### src/rtl/alu_op_sequencer.sv
`default_nettype none
// ============================================================================
// Module   : alu_op_sequencer
// Brief    : Drives operands/control into a combinational 4-bit ALU, waits a
//            settle time, captures the result; single-op or 8-op sweep mode.
// Revision : 1.0 - initial release
// ============================================================================
module alu_op_sequencer #(
    parameter int SETTLE = 2
) (
    input  logic       CLK,
    input  logic       RST,
    input  logic       CMD_VALID,
    output logic       CMD_READY,
    input  logic       CMD_SWEEP,
    input  logic [2:0] CMD_OP,
    input  logic [3:0] CMD_A,
    input  logic [3:0] CMD_B,
    output logic [3:0] A,
    output logic [3:0] B,
    output logic       M,
    output logic       S1,
    output logic       S0,
    input  logic       F0,
    input  logic       F1,
    input  logic       F2,
    input  logic       F3,
    input  logic       CiOut,
    output logic       RES_VALID,
    input  logic       RES_READY,
    output logic [3:0] RES_F,
    output logic       RES_CO,
    output logic [2:0] RES_OP,
    output logic       RES_LAST
);

    typedef enum logic [1:0] {
        ST_IDLE   = 2'd0,
        ST_WAIT   = 2'd1,
        ST_RESULT = 2'd2
    } state_t;

    localparam logic [3:0] C_SETTLE_CNT = 4'(SETTLE);

    state_t     state_q,     state_d;
    logic [3:0] cnt_q,       cnt_d;
    logic       sweep_q,     sweep_d;
    logic       cmd_ready_q, cmd_ready_d;
    logic [3:0] a_q,         a_d;
    logic [3:0] b_q,         b_d;
    logic [2:0] op_q,        op_d;
    logic       res_valid_q, res_valid_d;
    logic [3:0] res_f_q,     res_f_d;
    logic       res_co_q,    res_co_d;
    logic [2:0] res_op_q,    res_op_d;
    logic       res_last_q,  res_last_d;

    always_comb begin
        state_d     = state_q;
        cnt_d       = cnt_q;
        sweep_d     = sweep_q;
        cmd_ready_d = cmd_ready_q;
        a_d         = a_q;
        b_d         = b_q;
        op_d        = op_q;
        res_valid_d = res_valid_q;
        res_f_d     = res_f_q;
        res_co_d    = res_co_q;
        res_op_d    = res_op_q;
        res_last_d  = res_last_q;

        case (state_q)
            ST_IDLE: begin
                // Ready comes up one edge after reset release, then stays up while idle.
                cmd_ready_d = 1'b1;
                if (CMD_VALID && cmd_ready_q) begin
                    a_d         = CMD_A;
                    b_d         = CMD_B;
                    op_d        = CMD_SWEEP ? 3'b000 : CMD_OP;
                    sweep_d     = CMD_SWEEP;
                    cnt_d       = C_SETTLE_CNT;
                    cmd_ready_d = 1'b0;
                    state_d     = ST_WAIT;
                end
            end
            ST_WAIT: begin
                if (cnt_q <= 4'd1) begin
                    res_f_d     = {F3, F2, F1, F0};
                    res_co_d    = CiOut;
                    res_op_d    = op_q;
                    res_last_d  = !sweep_q || (op_q == 3'b111);
                    res_valid_d = 1'b1;
                    cnt_d       = 4'd0;
                    state_d     = ST_RESULT;
                end else begin
                    cnt_d = cnt_q - 4'd1;
                end
            end
            ST_RESULT: begin
                if (RES_READY) begin
                    res_valid_d = 1'b0;
                    if (sweep_q && (op_q != 3'b111)) begin
                        op_d    = op_q + 3'd1;
                        cnt_d   = C_SETTLE_CNT;
                        state_d = ST_WAIT;
                    end else begin
                        sweep_d     = 1'b0;
                        cmd_ready_d = 1'b1;
                        state_d     = ST_IDLE;
                    end
                end
            end
            default: begin
                cmd_ready_d = 1'b0;
                res_valid_d = 1'b0;
                state_d     = ST_IDLE;
            end
        endcase
    end

    always_ff @(posedge CLK or posedge RST) begin
        if (RST) begin
            state_q     <= ST_IDLE;
            cnt_q       <= 4'd0;
            sweep_q     <= 1'b0;
            cmd_ready_q <= 1'b0;
            a_q         <= 4'd0;
            b_q         <= 4'd0;
            op_q        <= 3'd0;
            res_valid_q <= 1'b0;
            res_f_q     <= 4'd0;
            res_co_q    <= 1'b0;
            res_op_q    <= 3'd0;
            res_last_q  <= 1'b0;
        end else begin
            state_q     <= state_d;
            cnt_q       <= cnt_d;
            sweep_q     <= sweep_d;
            cmd_ready_q <= cmd_ready_d;
            a_q         <= a_d;
            b_q         <= b_d;
            op_q        <= op_d;
            res_valid_q <= res_valid_d;
            res_f_q     <= res_f_d;
            res_co_q    <= res_co_d;
            res_op_q    <= res_op_d;
            res_last_q  <= res_last_d;
        end
    end

    assign CMD_READY = cmd_ready_q;
    assign A         = a_q;
    assign B         = b_q;
    assign M         = op_q[2];
    assign S1        = op_q[1];
    assign S0        = op_q[0];
    assign RES_VALID = res_valid_q;
    assign RES_F     = res_f_q;
    assign RES_CO    = res_co_q;
    assign RES_OP    = res_op_q;
    assign RES_LAST  = res_last_q;

endmodule
`default_nettype wire

### config.mk
export PLATFORM = sky130hd
export DESIGN_NAME = alu_op_sequencer
export DESIGN_NICKNAME = d
export VERILOG_FILES = /design/src/rtl/alu_op_sequencer.sv
export SDC_FILE = /design/constraint.sdc
export NUM_CORES = 1
export LEC_CHECK = 0
export BUFFER_PORTS_ARGS = -buffer_cell sky130_fd_sc_hd__buf_2
export CORE_UTILIZATION = 50
export CTS_CLUSTER_SIZE = 16
export DETAILED_ROUTE_END_ITERATION = 8
export HOLD_SLACK_MARGIN = 0.06
export PLACE_DENSITY_LB_ADDON = 0.15
export SLEW_MARGIN = 20
export SYNTH_ARGS = -nofsm -noshare
export SYNTH_HDL_FRONTEND = slang
export SYNTH_SLANG_ARGS = --single-unit
export TNS_END_PERCENT = 1
### constraint.sdc
create_clock -name CLK -period 3.36 [get_ports CLK]
set_input_delay 0.168 -clock CLK [delete_from_list [all_inputs] [get_ports CLK]]
set_output_delay 0.168 -clock CLK [all_outputs]
set_load 0.05 [all_outputs]
## Yosys cells after proc, flatten, opt, wreduce, memory -nomap -nowiden

Cells that the tools add are included.

- Reductions and logical operators: 15
- Bitwise operators: 2
- Mux-type cells: 26
- $add $sub $neg: 2
- Eq/ne operators: 9
- $lt $le $gt $ge: 1

Operators with widths:

| operator | count |
|---|---|
| $mux W4 | 4 |
| $mux W3 | 4 |
| $pmux W4 S3 | 1 |
| $reduce_and A4 Y1 | 3 |
| $ne A2 B2 Y1 const B | 5 |
| $mux W1 | 9 |
| $reduce_and A3 Y1 | 3 |
| $mux W2 | 3 |
| $pmux W1 S3 | 2 |
| $pmux W2 S3 | 1 |
| $pmux W3 S2 | 1 |
| $le A4 B1 Y1 const B | 1 |
| $reduce_and A2 Y1 | 2 |
| $sub A4 B1 Y4 const B | 1 |
| $add A3 B1 Y3 const B | 1 |
| $eq A3 B3 Y1 const B | 1 |
| $ne A3 B3 Y1 const B | 1 |
| $reduce_bool A3 Y1 | 1 |
| $eq A2 B1 Y1 const B | 1 |
| $eq A2 B2 Y1 const B | 1 |
| $logic_and A1 B1 Y1 | 2 |
| $logic_not A2 Y1 | 1 |
| $not A1 Y1 | 2 |
| $pmux W1 S2 | 1 |
| other kinds (3) | 3 |

- Register bits after elaboration: 29
- Word-level logic and storage cells: 67

## Longest topological paths before layout

- Word-level depth: 5
- Gate-level depth with buffers: 7

## Least setup slack after synthesis

Ideal clock, no wire load.

- Path type: register -> register
- From: register op_q[0]
- To: register op_q[1]
- Period minus slack after synthesis: 1.997 ns
- Buffers on the path: 0
- Data arrival time: 1.872 ns
- Setup slack: 1.363 ns
- Cell stages (with the launch flop): 6
- Cell sequence: dfrtp_1 > ha_1 > ha_1 > or2b_2 > a21boi_4 > mux2_4

- Longest elaborated chain between the ends: 4

RTL lines:

| element | RTL line | source |
|---|---|---|
| start: declaration | 51 | `logic [2:0] op_q, op_d;` |
| start signal: assignment | 142 | `op_q <= op_d;` |
| $add A3 B1 Y3 / $ne A3 B3 Y1 (equally long branches) | 103, 102 |  |
| $mux W3 / $logic_and A1 B1 Y1 (equally long branches) | 102 | `if (sweep_q && (op_q != 3'b111)) begin` |
| $mux W3 / $ne A2 B2 Y1 (equally long branches) | - |  |
| $pmux W3 S2 / $reduce_and A4 Y1 (equally long branches) | - |  |

Several ways; a longest one is shown, not always the timed one. The select of a mux whose other input is x is not followed.
A chain may end at the register's enable or synchronous reset.

## Final worst setup path

- From: register cnt_q[1]
- To: register res_f_q[2] (netlist: RES_F[2])

- Longest elaborated chain between the ends: 2

RTL lines:

| element | RTL line | source |
|---|---|---|
| start: declaration | 46 | `logic [3:0] cnt_q, cnt_d;` |
| start signal: assignment | 137 | `cnt_q <= cnt_d;` |
| $le A4 B1 Y1 | 87 | `if (cnt_q <= 4'd1) begin` |
| $reduce_and A2 Y1 (no source line) | - |  |
| end signal: assignment | 144 | `res_f_q <= res_f_d;` |
| end: declaration | 53 | `logic [3:0] res_f_q, res_f_d;` |

No other way between the ends.

==> metrics <==
Max Cap Viol 0; HPWL Detailed 2020 µm; Slew Viols, Final 0; Final Non-Filler Cells between 150 and 200; Die X approximately 55 µm; DR vias 1061; worst hold path type input pin to flip-flop; Max FO, Critical Path 13; vias per std cell 5.36; total grt overflow 0; CP required between 3 and 4 ns; Root Driver clkbuf_4; Mapped Area 0.00141 mm²; #FFs+latches synth 29; Worst-path clk slew approximately 0.11 ns; Slew HR 0.477; Layout Skew 0.00983 ns; num ports 43; die area 0.00303 mm²; top-area cell type share of the netlist area 0.516; largest cells by area after synthesis dfrtp_1, mux2_2, mux2_1, ha_1, mux2_4; Final Hold Viols 0; Syn Nets 132; EDFF count, synth 0; launching point of the worst reg2reg path cnt_q[1]; first-pass GRT wire length 4880 µm; synth warn 0; mean post-synth cell area 13.2 µm²; cts bufs inserted 5; status completed; Cell variety after synth 41; nets ~190; overall routing resource usage 0.244; startpoint types flip-flop; 1st-iter DRT viols 17; Std-Cell Rows 18; Power Density 1140 mW/mm²; share of cells above drive strength 1 0.435; peak supply drop approximately 910 µV; final worst path period share 0.588; post-synthesis sequential area ratio 0.516; top_reg_cell synth dfrtp_1; most common cell after layout, fill and taps aside buf_2; routed wire length 3110 µm; largest net degree at the start of global routing 30; commonest cells after routing, fill and taps aside buf_2, dfrtp_1, dlygate4sd3_1; RSZ-0062 raised after global routing no; vias in the first global route 1104; Antenna Cells 0; Layout Utilization 0.727; crit path from cnt_q[1]; H-tree levels 2; Crit. End Element flip-flop; Critical Path AT 2.21 ns; worst setup margin 1.38 ns; WL per Instance 15.7 µm; ys async rst share 1.00; routability cong. 0.832; Initial Util 0.548; Clock Sinks 29; initial antenna violation count 0; fmax a little over 500 MHz; Mapped Cells 107; clock latency on the worst-skew pair 0.34 ns; count of endpoints failing setup in the final report 0; Post-route DRC 0; Area growth syn-to-layout 32.5%; ANT nets after route 0; setup TNS 0 ns; PostCTS Resize Cnt 0; kind of critical path flip-flop to flip-flop; placed cells 175; Die Ht 55.1 µm; worst hold path startpoint CMD_SWEEP; buffer depth of the longest clock path 2; dpl ws 1.39 ns; Worst-Margin Slew about 0.8 ns; Period minus WS final 1.98 ns; Pre-antenna DRT Iters 4; TritonCTS clock tree built; Pleak between 0.9 and 1 nW; Yosys top cell by area dfrtp_1; area of the core 0.00257 mm²; IO Port Bufs between 40 and 50
==> stage by stage <==
step / hold slack (ns) / total power, mW / instance area [µm²]
2_1_floorplan: 0.246 / 1.57 / 1410
3_3_place_gp: 0.384 / 1.76 / 1630
3_5_place_dp: 0.394 / 1.80 / 1630
4_1_cts: 0.0847 / 2.13 / 1860
5_1_grt: 0.0909 / 2.24 / 1870
6_report: 0.114 / 2.12 / 1870
==> state kept, by name, indices dropped and copies added (netlist names) <==
signal,count
state_q,2
RES_F,4
op_q,3
B,4
RES_LAST,1
cnt_q,4
CMD_READY,1
RES_OP,3
RES_VALID,1
A,4
sweep_q,1
RES_CO,1
==> critical path, stage by stage (launching register included) <==
cell     delay (ns)
dfrtp_1        0.42
inv_1          0.10
ha_1           0.19
nor2_1         0.09
nor4_4         0.67
mux2_2         0.41
==> cell usage after synthesis (all sizes together), types with 2 or more instances <==
cell    number
and4bb       2
nand3b       2
o21ai        7
mux2        19
ha           4
nor2         3
dfrtp       29
buf          4
nor3         3
inv          6
a21o         2
or2b         2
nand2        2
==> routing by layer <==
layer,GRT usage,routed length [µm],up-vias,part of all wire
met5,0,0,-,0
met4,0.129,59,0,0.019
met3,0.0956,177,6,0.057
met2,0.416,1600,36,0.52
met1,0.260,1270,518,0.41
li1,-,-,501,-
==> logic make-up after synthesis <==
group / share of synthesized area
mux: 0.164
compound gates: 0.122
flops: 0.516
simple gates: 0.126
fa+ha+maj: 0.0356
buf+inv: 0.0364
==> final cells by class <==
cell class	instances	area, µm²
sequential	29	726
fill	187	702
multi-input combinational	68	631
timing repair buffer	57	360
clock buffer	6	51.3
clock inverter	2	37.5
tap	30	37.5
inverter	6	22.5
==> what timing repair did <==
item,4_1_cts,5_1_grt
buffers inserted,0,0
endpoints found under the hold margin,14,29
hold buffers,14,1
==> power by group <==
| part | leakage (nW) | total (mW) | switching (mW) | internal, mW |
|---|---|---|---|---|
| combinational | 0.505 | 1.15 | 0.755 | 0.398 |
| clock | 0.0445 | 0.309 | 0.132 | 0.177 |
| sequential | 0.354 | 0.659 | 0.143 | 0.516 |
==> final timing paths <==
check,end,slack [ns],cells past startpoint
hold reg to reg,RES_LAST,0.49,1
hold / removal,sweep_q,0.11,2
setup / recovery,RES_F[2],1.38,5
setup reg to reg,RES_F[2],1.38,5
max in group asynchronous,op_q[2],2.52,3
min in group asynchronous,A[2],0.43,3
Note: power is estimated with default switching activity, not from simulation.
